`src/rtl/set_bit_enumerator.sv`:
```
// Set-bit enumerator: loads a 32-bit word and emits the positions of its set
// bits, lowest first, one per accepted handshake, followed by a one-cycle done.
module set_bit_enumerator (
   input  logic        clock,
   input  logic        reset,
   input  logic        start,
   input  logic [31:0] data_in,
   output logic        ready,
   output logic        out_valid,
   output logic [4:0]  out_index,
   input  logic        out_ready,
   output logic        done,
   output logic        was_zero,
   output logic [5:0]  bit_count,
   output logic [1:0]  fsm_state
);

   // Handshakes: start is taken on a rising edge only when ready=1.
   // An index transfers on a rising edge where out_valid=1 and out_ready=1;
   // while out_ready=0, out_valid and out_index stay stable.

   typedef enum logic [1:0] {
      IDLE = 2'd0,
      SCAN = 2'd1,
      DONE = 2'd2
   } state_t;

   state_t      state;
   state_t      state_next;
   logic [31:0] work;
   logic [31:0] work_next;
   logic [5:0]  count;
   logic [5:0]  count_next;
   logic        zero_flag;
   logic        zero_flag_next;
   logic [4:0]  low_index;

   // Descending scan so the lowest set bit wins; yields 0 for an empty word.
   always_comb begin : priority_encode
      low_index = 5'd0;
      for (int i = 31; i >= 0; i--) begin
         if (work[i]) low_index = 5'(i);
      end
   end

   always_comb begin : next_state_logic
      state_next     = state;
      work_next      = work;
      count_next     = count;
      zero_flag_next = zero_flag;
      case (state)
         IDLE: begin
            if (start) begin
               work_next      = data_in;
               count_next     = 6'd0;
               zero_flag_next = (data_in == 32'd0);
               state_next     = (data_in == 32'd0) ? DONE : SCAN;
            end
         end
         SCAN: begin
            if (out_ready) begin
               // work & (work - 1) clears exactly the lowest set bit.
               work_next  = work & (work - 32'd1);
               count_next = (count == 6'd32) ? count : count + 6'd1;
               if (work_next == 32'd0) state_next = DONE;
            end
         end
         DONE: begin
            state_next = IDLE;
         end
         default: begin
            state_next = IDLE;
         end
      endcase
   end

   always_ff @(posedge clock or posedge reset) begin : state_register
      if (reset) begin
         state     <= IDLE;
         work      <= 32'd0;
         count     <= 6'd0;
         zero_flag <= 1'b0;
      end else begin
         state     <= state_next;
         work      <= work_next;
         count     <= count_next;
         zero_flag <= zero_flag_next;
      end
   end

   assign ready     = (state == IDLE);
   assign out_valid = (state == SCAN);
   assign done      = (state == DONE);
   assign out_index = low_index;
   assign was_zero  = zero_flag;
   assign bit_count = count;
   assign fsm_state = state;

endmodule

```
`config.mk`:
```
export PLATFORM = sky130hd
export DESIGN_NAME = set_bit_enumerator
export DESIGN_NICKNAME = d
export VERILOG_FILES = /design/src/rtl/set_bit_enumerator.sv
export SDC_FILE = /design/constraint.sdc
export NUM_CORES = 1
export LEC_CHECK = 0
export CAP_MARGIN = 20
export CORE_MARGIN = 5
export CORE_UTILIZATION = 47
export CTS_CLUSTER_SIZE = 16
export DETAILED_ROUTE_END_ITERATION = 8
export GPL_ROUTABILITY_DRIVEN = 0
export GPL_TIMING_DRIVEN = 0
export PLACE_DENSITY = 0.86
export SYNTH_ARGS = -nofsm -noshare
export SYNTH_HDL_FRONTEND = slang
export SYNTH_SLANG_ARGS = --single-unit
```
`constraint.sdc`:
```
create_clock -name clock -period 2.6 [get_ports clock]
set_clock_uncertainty 0.05 [all_clocks]
set_input_delay 0.26 -clock clock [delete_from_list [all_inputs] [get_ports clock]]
set_output_delay 0.26 -clock clock [all_outputs]
set_load 0.01 [all_outputs]
```
### After elaboration in Yosys (flattened, before gate mapping)

Index checks and enable logic that the tools add are counted.

| storage, ports and cells | value |
|---|---|
| flip-flop bits (word level) | 41 |
| word-level logic and storage cells | 66 |
| output and inout port bits | 17 |
| input port bits | 36 |

| cells by class | value |
|---|---|
| eq/ne operators | 7 |
| mux-type cells | 44 |
| reduce and logical (&&, ||, !) cells | 8 |
| add/subtract/negate cells | 2 |
| bitwise operators | 1 |

Operator list:

| kind | number |
|---|---|
| $mux 5 | 32 |
| $logic_not 32->1 | 2 |
| $mux 32 | 2 |
| $pmux 32 s2 | 1 |
| $and 32x32->32 | 1 |
| $sub 32x1->32 const B | 1 |
| $mux 6 | 3 |
| $pmux 6 s2 | 1 |
| $mux 2 | 4 |
| $add 6x1->6 const B | 1 |
| $eq 6x6->1 const B | 1 |
| $reduce_and 3->1 | 2 |
| $ne 2x1->1 const B | 2 |
| $ne 2x2->1 const B | 2 |
| $pmux 2 s2 | 1 |
| $reduce_and 4->1 | 1 |
| $eq 2x1->1 const B | 1 |
| $eq 2x2->1 const B | 1 |
| $logic_not 2->1 | 1 |
| $reduce_and 2->1 | 1 |
| $reduce_bool 2->1 | 1 |

### Longest topological paths before layout

Gate-level depths: netlist (run 1).

| depth | value |
|---|---|
| word-level depth | 32 |
| depth in mapped cells | 9 |
| gate-level depth less buffers | 7 |

### Least setup slack after synthesis (run 1)

No wires, ideal clock.

| path | value |
|---|---|
| kind | reg-to-reg |
| start point | register work[0] |
| end point | register state[1] (netlist: fsm_state[1]) |
| cell stages (with the launch flop) | 9 |
| setup time | 0.067 ns |
| data arrival time | 2.659 ns |
| period minus slack after synthesis | 2.777 ns |
| setup slack | -0.177 ns |
| path buffers | 1 |
| required time | 2.483 ns |
| path through | dfrtp_1 buf_6 or4_4 or4_4 a2bb2oi_1 a2111oi_4 nand4_1 nor4_2 o221a_1 |

| between the ends | value |
|---|---|
| cells in the longest elaborated chain, start to end | 5 |

RTL lines:

| what | RTL line | text |
|---|---|---|
| start, declared | 30 | `logic [31:0] work;` |
| start signal, assigned | 85 | `work <= work_next;` |
| $sub 32x1->32 | 63 | `work_next = work & (work - 32'd1);` |
| $and 32x32->32 (*) | 63 |  |
| $logic_not 32->1 (*) | 65 | `if (work_next == 32'd0) state_next = DONE;` |
| $ne 2x1->1 (no line) (*) | - |  |
| $reduce_and 3->1 (no line) (*) | - |  |
| end signal, assigned | 84 | `state <= state_next;` |
| end, declared | 28 | `state_t state;` |

Mark *: on every way between the ends. The rest lies on a longest branch, timed or not.
A chain may end at the register's enable or synchronous reset.

### Worst setup path after layout (run 1)

| path | value |
|---|---|
| start point | register work[3] |
| end point | register state[1] (netlist: fsm_state[1]) |

The elaborated chain is that of the path after synthesis.

==> results of run 1 <==
[sequential cells by signal, indices dropped and copies added, names as in the netlist]
signal	flops
bit_count	6
work	32
fsm_state	2
was_zero	1
[worst paths after layout]
check / startpoint / endpoint / cells past startpoint
worst max-delay path: work[3] / fsm_state[1] / 10
worst min-delay path: reset / fsm_state[0] / 2
worst max register to register: work[3] / fsm_state[1] / 10
worst min register to register: was_zero / was_zero / 1
max in group asynchronous: reset / work[17] / 2
min in group clock: data_in[25] / work[25] / 3
[synthesized netlist by cell type, types with 2 or more instances]
cell type / number / share of area
nor2b_1: 4 / 0.0091
or3_1: 4 / 0.0091
nand4_1: 5 / 0.011
nand3_1: 13 / 0.024
a21boi_0: 3 / 0.0082
or2_2: 4 / 0.0091
o31ai_1: 9 / 0.025
a31oi_1: 4 / 0.0091
dfrtp_1: 41 / 0.37
o211ai_1: 3 / 0.0082
o21a_1: 3 / 0.0082
ha_1: 2 / 0.0091
nand2b_1: 3 / 0.0068
nor3_1: 9 / 0.016
nand2_1: 61 / 0.083
a22o_1: 22 / 0.070
o22ai_1: 4 / 0.0091
a21o_1: 2 / 0.0055
clkbuf_1: 22 / 0.030
o21ai_0: 33 / 0.060
inv_1: 11 / 0.015
or4_4: 2 / 0.0082
nor2_1: 24 / 0.033
maj3_1: 2 / 0.0073
a21oi_1: 16 / 0.029
nor4_1: 18 / 0.041
[layout make-up]
class	count	area share
clock inverters	1	0.001961
multi-input cells	271	0.4716
well taps	72	0.02353
plain buffers	13	0.01438
repair buffers	75	0.1846
clock buffers	6	0.02157
inverters	11	0.01078
flip-flops and latches	41	0.2716
[worst register-to-register path: cells and delay by family, from the launching register on]
family | cells | cell delay (ps)
AO/OA/AOI/OAI | 3 | 550
flip-flops | 1 | 420
buffers and inverters | 3 | 490
AND/OR/NAND/NOR | 4 | 1200
[where the power goes]
| part | leakage (nW) | switching [W] | internal, W |
|---|---|---|---|
| Clock | 0.0433 | 0.000237 | 0.000210 |
| Sequential | 0.511 | 0.000543 | 0.000902 |
| Combinational | 1.03 | 0.00175 | 0.00162 |
| Total | 1.58 | 0.00253 | 0.00273 |
[kinds of logic after synthesis]
family | Yosys count | synth area share
AOI/OAI and AO/OA | 111 | 0.2791
muxes | 2 | 0.007752
and+or+nand+nor | 153 | 0.2704
adders and majority gates | 4 | 0.01641
xor gates and xnor gates | 1 | 0.003193
DFF | 41 | 0.3739
buffers and inverters | 34 | 0.04925
[metal layers]
metal	track usage	vias to the layer above	share of wire
met3	0.07700	63	0.11
met2	0.4444	268	0.46
li1	-	1423	-
met1	0.3306	1529	0.37
met5	0	-	0
met4	0.1119	0	0.054
[per-stage QoR]
stage                     std cells  setup TNS (ps)  setup slack (ps)    util
after CTS                       485          -295.5            -154.0  0.6588
after detailed placement        470           -2119            -623.5  0.6063
final                           490          -295.8            -156.8  0.6869
after floorplan                 346               0             3.121       -
after global routing            490          -539.6            -208.0  0.6869
after global placement          470           -1916            -608.9  0.6063
[repair_timing]
action,4_1_cts,5_1_grt
gates resized for setup,30,28
setup buffers,15,8
cloned,0,0
endpoints found under the setup margin,12,8
pin swaps,14,11
==> flow_summary.json, run 1 <==
{
  "placementRows": 27,
  "diodes": 0,
  "cp_slowest_stage_delay_ps": 420,
  "slowest_stage": "dfrtp_2",
  "vias": 3283,
  "io-pin-count": 53,
  "worst-endpoint-arrival_ps": 2950,
  "hp-class": "in -> async",
  "postSynthCellCount": 346,
  "number_of_antenna_violations_at_the_first_check_in_global_routing": 0,
  "syn_avg_cell_area_um2": 7.930,
  "setup_viol_count_final": 2,
  "period_minus_slack_ps": 2757,
  "regArea_mm2": 0.001040,
  "setup.worst_path.class": "reg -> reg",
  "setup.worst_path.end_class": "flip-flop",
  "finalMaxSlewViolations": 0,
  "ctsRootBufferMaster": "clkbuf_8",
  "track_usage": 0.2700,
  "synthFlopType": "dfrtp_1",
  "power.static_leakage_nw": 1.584,
  "final_common_cell": "nand2_1",
  "grt_pass1_vias": 3137,
  "clk_latency_ps": 300,
  "vias_per_cell": 6.700,
  "power-per-cell-area_mw_per_mm2": 1373,
  "start_kind": "flip-flop",
  "finalPower_w": 0.005257,
  "syn_area_mm2": 0.002744,
  "most-common-layout-cells": "nand2_1, clkdlybuf4s50_1, o21ai_0",
  "cp_num_buf_inv": 3,
  "cp_data_required_time_ps": 2790,
  "status": "finished, violations left",
  "core_area_mm2": 0.005574,
  "number_of_fillers_in_the_final_layout": 453,
  "final_setup_slack_of_the_worst_path_ps": -156.8,
  "reg2reg_setup_slack_ps": -160,
  "timing.final.hold_violations": 0,
  "synth_nets": 384,
  "avgRoutedWirePerCell_um": 21.05,
  "post_route_worst_hold_slack_ps": 403.7,
  "clk_pin_slew_worst_paths_ps": 90,
  "cap_viol_max_count": 0,
  "placedInstanceArea_mm2": 0.003379,
  "violations": "setup timing",
  "path_cells": "buf_6 > nor4_4 > buf_4 > nand3_4 > buf_6 > a211oi_4 > o22ai_2 > or3_4 > nor4_4 > o221a_1",
  "drt.antenna.violating_nets": 0,
  "drt_first_pass_iters": 5,
  "numCtsBuffers": 5,
  "grt_first_pass_wirelength_mm": 16.06,
  "die-height_um": 86.41,
  "layout-drive-gt1-share": 0.1866,
  "postSynthRegisterBits": 41,
  "cts-hold-fix-buffers": 0,
  "die_width_um": 86.41,
  "edff_count_synth": 0,
  "htree_levels": 2,
  "fmax_mhz": 362.7,
  "die_area_mm2": 0.007466,
  "final_min_period_over_clock_period": 1.060,
  "numClockSinks": 41,
  "slew-limit-headroom": 0.4209,
  "design_area_mm2": 0.003829,
  "crit_family": "simple AND/OR/NAND/NOR gates",
  "port_buffers": 52,
  "synthesis.yosys.warnings": 0,
  "drcViolationCount": 0,
  "total_grt_overflow": 0,
  "dp_hpwl_mm": 6.316,
  "area_of_the_multi_input_gates_mm2": 0.001805,
  "synthToLayoutAreaGrowth_pct": 39.53,
  "drt-total-wl_mm": 10.31,
  "grt_start_max_net_pins": 42,
  "initial_utilization": 0.4923,
  "rsz0062_at_grt": "true",
  "tightestPinTransition_ps": 867.4,
  "seq_area_frac_synth": 0.3739,
  "tritoncts": "yes",
  "vdd.ir_drop.worst_uv": 725.6,
  "synth.lib_cells_used.distinct": 48,
  "ys_async_rst_share": 1.000,
  "maximum_count_of_clock_buffers_along_a_single_path": 2,
  "final_net_count": 456,
  "drt-initial-drc-count": 429,
  "critical_path_peak_fanout": 5
}
No activity file was read; power rests on OpenSTA's default activity.
==> run 2, diff against run 1 <==
--- a/config.mk
+++ b/config.mk
@@ -10,7 +10,6 @@
 export CORE_UTILIZATION = 47
 export CTS_CLUSTER_SIZE = 16
 export DETAILED_ROUTE_END_ITERATION = 8
-export GPL_ROUTABILITY_DRIVEN = 0
 export GPL_TIMING_DRIVEN = 0
 export PLACE_DENSITY = 0.86
 export SYNTH_ARGS = -nofsm -noshare
==> run 2 against run 1 <==
Against the previous run:
- the run still ends with setup timing left
- clock power is 1% lower
- flip-flop and latch count did not move
- via count decreased by 3.9%
- hold slack improved by 8.7 ps
- global-route usage fell by 0.62 points
- wire length down 3.3%
- first-iteration DRC count fell by 37%
- utilization up 0.88 points
- critical path depth decreased by 2
- maximum frequency rose by 2.3%
- die area stayed put
- sequential power down 3%
==> flow_summary.json, run 2 (same netlist as run 1, synthesis figures left out) <==
{
  "placed_cells": 470,
  "port_buffers": 52,
  "area_of_the_multi_input_gates_mm2": 0.001790,
  "maximum_count_of_clock_buffers_along_a_single_path": 2,
  "violations": "setup timing",
  "critical_path.most_common_cell": "or4_4",
  "tightestPinTransition_ps": 880.2,
  "register_with_the_most_flip_flops": "work",
  "cp_data_required_time_ps": 2790,
  "vias_per_cell": 6.325,
  "crit_family": "simple AND/OR/NAND/NOR gates",
  "regArea_mm2": 0.001040,
  "core_area_mm2": 0.005574,
  "setup.worst_path.end_class": "flip-flop",
  "dp_hpwl_mm": 6.649,
  "die_width_um": 86.41,
  "cap_viol_max_count": 0,
  "fin_cells": 499,
  "numCtsBuffers": 5,
  "finalWeightedCongestion": 0.9516,
  "numClockSinks": 41,
  "period_minus_slack_ps": 2695,
  "path_cells": "buf_6 > or4_4 > or4_4 > a2bb2oi_4 > a2111oi_4 > nand4_1 > nor4_4 > o221a_1",
  "drt-total-wl_mm": 9.976,
  "rsz0062_at_grt": "true",
  "finalMaxSlewViolations": 0,
  "p_sw_w": 0.002438,
  "slowest_stage": "or4_4",
  "most-common-layout-cells": "nand2_1, clkdlybuf4s50_1, o21ai_0",
  "combinationalPowerShare": 0.642,
  "reg2reg_setup_slack_ps": -100,
  "power-per-cell-area_mw_per_mm2": 1330,
  "track_usage": 0.2638,
  "worst-endpoint-arrival_ps": 2880,
  "drt-initial-drc-count": 269,
  "io-pin-count": 53,
  "finalPower_w": 0.005159,
  "timing.final.hold_violations": 0,
  "hp-class": "in -> async",
  "vias": 3156,
  "final_min_period_over_clock_period": 1.037,
  "placedInstanceArea_mm2": 0.003379,
  "clk_pin_slew_worst_paths_ps": 90,
  "internal-power_w": 0.002721,
  "final_net_count": 464,
  "diodes": 0,
  "vdd.ir_drop.worst_uv": 648.1,
  "layout-drive-gt1-share": 0.2014,
  "drt.antenna.violating_nets": 0,
  "setup.worst_path.class": "reg -> reg",
  "synthToLayoutAreaGrowth_pct": 41.31,
  "swShare": 0.4726,
  "setup_viol_count_final": 4,
  "avgRoutedWirePerCell_um": 19.99,
  "fmax_mhz": 371.0,
  "pwr-share-clk": 0.085,
  "slew-limit-headroom": 0.4123,
  "power.static_leakage_nw": 1.599,
  "grt_first_pass_wirelength_mm": 15.54,
  "die-height_um": 86.41,
  "design_area_mm2": 0.003877,
  "total_grt_overflow": 0,
  "critical_path_peak_fanout": 2,
  "largest_register_ffs": 32,
  "drt_first_pass_iters": 4,
  "initial_utilization": 0.4923,
  "ctsRootBufferMaster": "clkbuf_8",
  "die_area_mm2": 0.007466,
  "status": "finished, violations left",
  "drcViolationCount": 0,
  "final_common_cell": "nand2_1",
  "clk_latency_ps": 300,
  "final_setup_slack_of_the_worst_path_ps": -95.15,
  "grt_pass1_vias": 2996,
  "start_kind": "flip-flop",
  "placementRows": 27,
  "htree_levels": 2,
  "tritoncts": "yes",
  "seqPwrFrac": 0.272,
  "number_of_fillers_in_the_final_layout": 459,
  "number_of_antenna_violations_at_the_first_check_in_global_routing": 0,
  "cts-hold-fix-buffers": 0,
  "cp_num_buf_inv": 1,
  "cp_slowest_stage_delay_ps": 530,
  "grt_start_max_net_pins": 42,
  "final.setup.tns_ps": -194.7
}
run 2: cell count changes in the layout (fill, tap and decap cells not counted), sizes merged:
cell	previous run	this run
clkdlybuf4s15	0	1
clkinvlp	1	2
dlymetal6s2s	1	0
buf	23	31
run 2: timing repair:
| action | in CTS | in global routing |
|---|---|---|
| gates resized for setup | 31 | 25 |
| endpoints found under the setup margin | 11 | 6 |
| endpoints found under the hold margin | 0 | 0 |
| pin swaps | 15 | 14 |
| buffers inserted | 14 | 16 |
run 2: worst paths after layout:
path,to,depth (start not counted),startpoint
min reg2reg,was_zero,1,was_zero
min in group clock,work[25],3,data_in[25]
max in group asynchronous,work[28],2,reset
min,work[14],2,reset
max reg2reg,fsm_state[1],8,work[3]
max,fsm_state[1],8,work[3]
run 2: area by class of cell:
cell class | instances | area share
Tap cell | 72 | 0.02323
Multi-Input combinational cell | 271 | 0.4618
Inverter | 11 | 0.01065
Sequential cell | 41 | 0.2682
Buffer | 14 | 0.01710
Timing Repair Buffer | 82 | 0.1965
Clock inverter | 2 | 0.003872
Clock buffer | 6 | 0.01872
run 2: stage by stage:
step	util	worst slack [ps]	hold WS, ps
final	0.6956	-95.15	412.4
after global routing	0.6956	-156.1	487.9
after detailed placement	0.6063	-735.3	450.2
after CTS	0.6595	-236.1	452.0
after floorplan	-	3.121	315.4
after global placement	0.6063	-700.2	447.0
run 2: metal layers:
metal,wire length [um],up-vias,global-route usage
li1,-,1448,-
met1,4052,1507,0.3452
met5,0,-,0
met4,350,0,0.1133
met2,4798,174,0.4305
met3,775,27,0.04183
run 2: power groups by stage:
stage / registers (W) / clock network [W] / logic [W]
global placement: 0.00120 / 0 / 0.00263
finish: 0.00140 / 0.000441 / 0.00331
global route: 0.00144 / 0.000469 / 0.00356
detailed placement: 0.00121 / 0 / 0.00267
floorplan: 0.00114 / 0 / 0.00182
CTS: 0.00133 / 0.000442 / 0.00294
==> run 3, diff against run 2 <==
--- a/config.mk
+++ b/config.mk
@@ -5,12 +5,11 @@
 export SDC_FILE = /design/constraint.sdc
 export NUM_CORES = 1
 export LEC_CHECK = 0
-export CAP_MARGIN = 20
+export CAP_MARGIN = 15
 export CORE_MARGIN = 5
 export CORE_UTILIZATION = 47
 export CTS_CLUSTER_SIZE = 16
 export DETAILED_ROUTE_END_ITERATION = 8
-export GPL_TIMING_DRIVEN = 0
 export PLACE_DENSITY = 0.86
 export SYNTH_ARGS = -nofsm -noshare
 export SYNTH_HDL_FRONTEND = slang
==> constraint.sdc (replaced) <==
create_clock -name clock -period 2.6 [get_ports clock]
set_clock_uncertainty 0.05 [all_clocks]
set_input_delay 0.26 -clock clock [delete_from_list [all_inputs] [get_ports clock]]
set_output_delay 0.26 -clock clock [all_outputs]
set_load 0.05 [all_outputs]
==> run 3 against run 2 <==
Against the previous run:
- via count rose by 2.2%
- final cell count rose by 3.2%
- largest cell class unchanged
- clock power fell by 3%
- critical path depth rose by 1
- utilization rose by 1.6 points
- the flow still finishes with violations (setup timing)
- die area did not move
- cell area rose by 2.3%
- register-to-register slack barely moved
- hold slack got worse by 49 ps
- maximum frequency fell by 0.40%
==> flow_summary.json, run 3 (same netlist as run 1, synthesis figures left out) <==
{
  "status": "finished, violations left",
  "violations": "setup timing",
  "register_with_the_most_flip_flops": "work",
  "vias": 3226,
  "final_setup_slack_of_the_worst_path_ps": -105.9,
  "ctsRootBufferMaster": "clkbuf_8",
  "placementRows": 27,
  "total_grt_overflow": 0,
  "numCtsBuffers": 5,
  "reg2reg_setup_slack_ps": -110,
  "drcViolationCount": 0,
  "grt_first_pass_wirelength_mm": 15.15,
  "rsz0062_at_grt": "true",
  "port_buffers": 52,
  "track_usage": 0.2556,
  "htree_levels": 2,
  "die-height_um": 86.41,
  "core_area_mm2": 0.005574,
  "final_common_cell": "nand2_1",
  "period_minus_slack_ps": 2706,
  "numClockSinks": 41,
  "cp_data_required_time_ps": 2700,
  "final.setup.tns_ps": -227.1,
  "tritoncts": "yes",
  "grt_pass1_vias": 3113,
  "largest_register_ffs": 32,
  "critical_path_depth": 9,
  "post-place-ws_ps": -13.61,
  "drt-total-wl_mm": 9.796,
  "grt_start_max_net_pins": 42,
  "final_min_period_over_clock_period": 1.041,
  "setup.worst_path.end_class": "flip-flop",
  "tightestPinTransition_ps": 622.6,
  "avgRoutedWirePerCell_um": 19.02,
  "diodes": 0,
  "power.static_leakage_nw": 1.740,
  "slowest_stage": "nor4_1",
  "cp_slowest_stage_delay_ps": 580,
  "start_kind": "flip-flop",
  "hp-class": "in -> async",
  "initial_utilization": 0.4923,
  "maximum_count_of_clock_buffers_along_a_single_path": 2,
  "post_route_worst_hold_slack_ps": 363.3,
  "fmax_mhz": 369.6,
  "cap_viol_max_count": 0,
  "drt-initial-drc-count": 292,
  "clk_pin_slew_worst_paths_ps": 80,
  "drt.antenna.violating_nets": 0,
  "finalPower_w": 0.005887,
  "layout-drive-gt1-share": 0.2235,
  "setup.worst_path.class": "reg -> reg",
  "rr_worst_depth": 9,
  "power-per-cell-area_mw_per_mm2": 1485,
  "io-pin-count": 53,
  "finalMaxSlewViolations": 0,
  "dp_hpwl_mm": 6.875,
  "worst-endpoint-arrival_ps": 2800,
  "vdd.ir_drop.worst_uv": 1276,
  "critical_path_peak_fanout": 3,
  "finalWeightedCongestion": 0.9937,
  "most-common-layout-cells": "nand2_1, buf_4, clkdlybuf4s50_1",
  "cts-hold-fix-buffers": 0,
  "final_net_count": 481,
  "clk_latency_ps": 300,
  "setup_viol_count_final": 3,
  "number_of_antenna_violations_at_the_first_check_in_global_routing": 0,
  "die_area_mm2": 0.007466,
  "path_cells": "nor4_1 > buf_4 > nand3_1 > buf_4 > o31ai_1 > o311a_1 > nand3_1 > nor4_4 > a311oi_2",
  "cp_num_buf_inv": 2,
  "die_width_um": 86.41,
  "crit_family": "simple AND/OR/NAND/NOR gates",
  "vias_per_cell": 6.264,
  "synthToLayoutAreaGrowth_pct": 44.51,
  "drt_first_pass_iters": 5,
  "slew-limit-headroom": 0.5811,
  "timing.final.hold_violations": 0
}
## run 3: cell types whose count changed in the layout (fill, tap and decap cells not counted), sizes merged
cell and change:
buf +38, clkbuf -12, clkdlybuf4s15 -1, clkdlybuf4s50 -4, clkinvlp -2, dlygate4sd2 -3
## run 3: path summary, 6_finish.rpt
check	startpoint	end
worst max-delay path	work[20]	fsm_state[0]
worst min-delay path	reset	work[13]
worst max register to register	work[20]	fsm_state[0]
worst min register to register	was_zero	was_zero
max in group asynchronous	reset	work[8]
min in group clock	data_in[19]	work[19]
## run 3: worst min-delay path: stages
cell and delay (ps):
clkdlybuf4s50_1 400, inv_1 50, buf_4 460
## run 3: final cells by class
cell class | count | area [um2]
clock buffer | 7 | 86.33
fill | 438 | 1609
inverter | 11 | 43.79
multi-input combinational | 271 | 1679
sequential | 41 | 1026
tap | 72 | 90.09
timing repair buffer | 113 | 1040
## run 3: stage by stage
stage | util | instance area (um2) | instances
floorplan | - | 2774 | 346
global placement | 0.6611 | 3685 | 493
detailed placement | 0.6611 | 3685 | 493
CTS | 0.6801 | 3791 | 501
global route | 0.7113 | 3965 | 515
finish | 0.7113 | 3965 | 515
## run 3: power breakdown
group,internal [W],switching [W]
Sequential,0.000891,0.000294
Clock,0.000211,0.000218
Combinational,0.00192,0.00235
## run 3: routing by layer
layer,routed length (um),global-route usage,vias up
li1,-,-,1474
met1,3858,0.3258,1528
met2,4796,0.4305,190
met3,832,0.04087,34
met4,308,0.1034,0
met5,0,0,-
## run 3: timing repair
| item | in CTS | in global routing |
|---|---|---|
| resized for setup | 3 | 16 |
| pin swaps | 0 | 12 |
| buffers inserted | 1 | 14 |
| endpoints found under the setup margin | 3 | 4 |
==> RTL change: new RTL, settings of run 1 <==
Reset style: synchronous (`reset`), changed in one clocked block.
--- a/src/rtl/set_bit_enumerator.sv
+++ b/src/rtl/set_bit_enumerator.sv
@@ -74,7 +74,7 @@
       endcase
    end
 
-   always_ff @(posedge clock or posedge reset) begin : state_register
+   always_ff @(posedge clock) begin : state_register
       if (reset) begin
          state     <= IDLE;
          work      <= 32'd0;
Check against the original RTL: differs if reset is asserted again (counterexample within 4 cycles, from zero or initial values and one cycle with reset high); with reset held inactive, the same outputs for 4 cycles.
==> RTL change against run 1 <==
Hold slack worse by 0.12 ns. Worst setup slack better by 0.24 ns. Cell count is 4.1% higher. Area after synthesis is 2.8% higher. Routed wire length is 8.3% lower. Sequential cell count stayed put. Design area is 6.1% lower. Largest cell class unchanged.
Power is not compared: it rests on default switching activity, and its combinational part moved more than twofold at a synthesized area within 25%.
==> RTL change: results (changes against run 1) <==
first-pass GRT wire length 14,980 um (was 16,060 um); worst slew pin tran 0.6939 ns (was 0.8674 ns); largest net degree at the start of global routing 14 (was 42); GR Util All Layers 24.85% (was 27.00%); maximum VDD drop 0.3947 mV; Most used DFF post-synth dfxtp_1 (was dfrtp_1); critical path class flip-flop to flip-flop (unchanged); Detail Placement HPWL 6748 um (was 6316 um); Clock Tree Buf Depth 2 (unchanged); Static Leak 1.282 nW; status completed (was complete, but fails checks); FF-to-FF Start work[4]$_SDFFE_PP0P_ (was work[3]$_DFFE_PP0P_); Setup WS pre-CTS -0.1106 ns (was -0.6235 ns); min cycle time layout 2.522 ns (was 2.757 ns); DP Area 0.003425 mm2 (was 0.003379 mm2); H-tree Lvls 2 (unchanged); Largest Register work (unchanged); Hold Path End work[15]$_SDFFE_PP0P_; Worst R2R Setup Slack 0.08 ns (was -0.16 ns); share of post-route cells with drive strength above 1 12.64% (was 18.66%); synth top area cells dfxtp_1 (29%), a21oi_1 (8.2%), nor2_1 (6.5%) (was dfrtp_1 (37%), nand2_1 (8.3%), a22o_1 (7.0%)); RR Endpoint fsm_state[1]$_SDFFE_PP0P_ (was fsm_state[1]$_DFFE_PP0P_); drt first-iter violations 429 (unchanged); Async S/R FF share, synth 0% (was 100.0%); Syn Nets 415 (was 384); CP max-delay cell nor4_4 (was dfrtp_2); Worst Min Path Start reset; vias in the first global route 3,069 (was 3,137); Port Buffer Count 51 (was 52); Synth cell types 62 (was 48); Nets 472 (was 456); max incr delay on CP 0.37 ns (was 0.42 ns); Worst Hold Class input port to flip-flop (was input port to asynchronous set/reset pin); CTS buffer count 5 (unchanged); worst-path fanout max 10 (was 5); commonest cells in the synthesized netlist nor2_1 (49), a21oi_1 (46), dfxtp_1 (41) (was nand2_1 (61), dfrtp_1 (41), o21ai_0 (33)); post-synthesis sequential area ratio 29.10% (was 37.39%); Post-synth EDFFs 0 (unchanged); initial antenna violation count 0 (unchanged); vias per inst 6.516 (was 6.700); Critical Path AT 2.70 ns (was 2.95 ns); FF-to-FF path depth 9 (was 10); WL final 9461 um (was 10,310 um)
[RTL change: worst max-delay path by stage]
| stage | end | cells after the start |
|---|---|---|
| after CTS | out_index[2] | 6 |
| after global placement | out_index[1] | 9 |
| after global routing | fsm_state[1]$_SDFFE_PP0P_ | 9 |
| after detailed placement | out_index[1] | 9 |
| final | fsm_state[1]$_SDFFE_PP0P_ | 9 |
| after floorplan | fsm_state[1]$_SDFFE_PP0P_ | 8 |
[RTL change: final cells by class]
class,count,area (um2)
plain buffers,29,150.1
clock buffers,6,82.58
clock inverters,2,37.54
fillers,536,2292
inverters,10,37.54
multi-input cells,295,1847
flip-flops and latches,41,829.5
well taps,75,93.84
repair buffers,52,515.5
[RTL change: power breakdown]
group	switching (mW)	internal (mW)	total, mW
Sequential	0.0745	0.679	0.753
Combinational	0.514	0.388	0.902
Clock	0.244	0.312	0.557
Total	0.833	1.38	2.21
[RTL change: logic make-up after synthesis]
group	count (synthesis)	share of synthesized area (%)
and+or+nand+nor	146	28.31
AOI/OAI and AO/OA	141	33.10
buffers and inverters	41	6.654
DFF	41	29.10
xor gates and xnor gates	4	1.242
muxes	2	0.7099
adders and majority gates	2	0.8872
[RTL change: what timing repair did]
action                                  CTS  global route
endpoints found under the setup margin    6            11
buffers inserted                          1             0
pin swaps                                 4             5
gates resized for setup                   9            23
[RTL change: stage by stage]
stage          setup TNS (ns)  hold WS (ns)  util [%]  cells
6_report                    0        0.2810     61.05    510
5_1_grt              -0.06014        0.3193     61.05    510
4_1_cts               -0.2614        0.2752     60.33    510
3_5_place_dp          -0.1106        0.4373     58.18    503
3_3_place_gp         -0.09983        0.4362     58.18    503
2_1_floorplan               0        0.3460         -    377
[RTL change: per-layer routing]
| layer | GRT usage, % | vias to the layer above | wire length, um |
|---|---|---|---|
| met5 | 0 | - | 0 |
| met4 | 11.85 | 0 | 383 |
| met3 | 7.852 | 46 | 1135 |
| met2 | 37.74 | 244 | 4190 |
| met1 | 31.73 | 1511 | 3751 |
| li1 | - | 1522 | - |
[RTL change: critical path: cells and delay by family (launching register included)]
kind | cells | cell delay, ns
simple gates | 4 | 0.90
compound gates | 3 | 0.87
buf+inv | 2 | 0.33
flops | 1 | 0.30
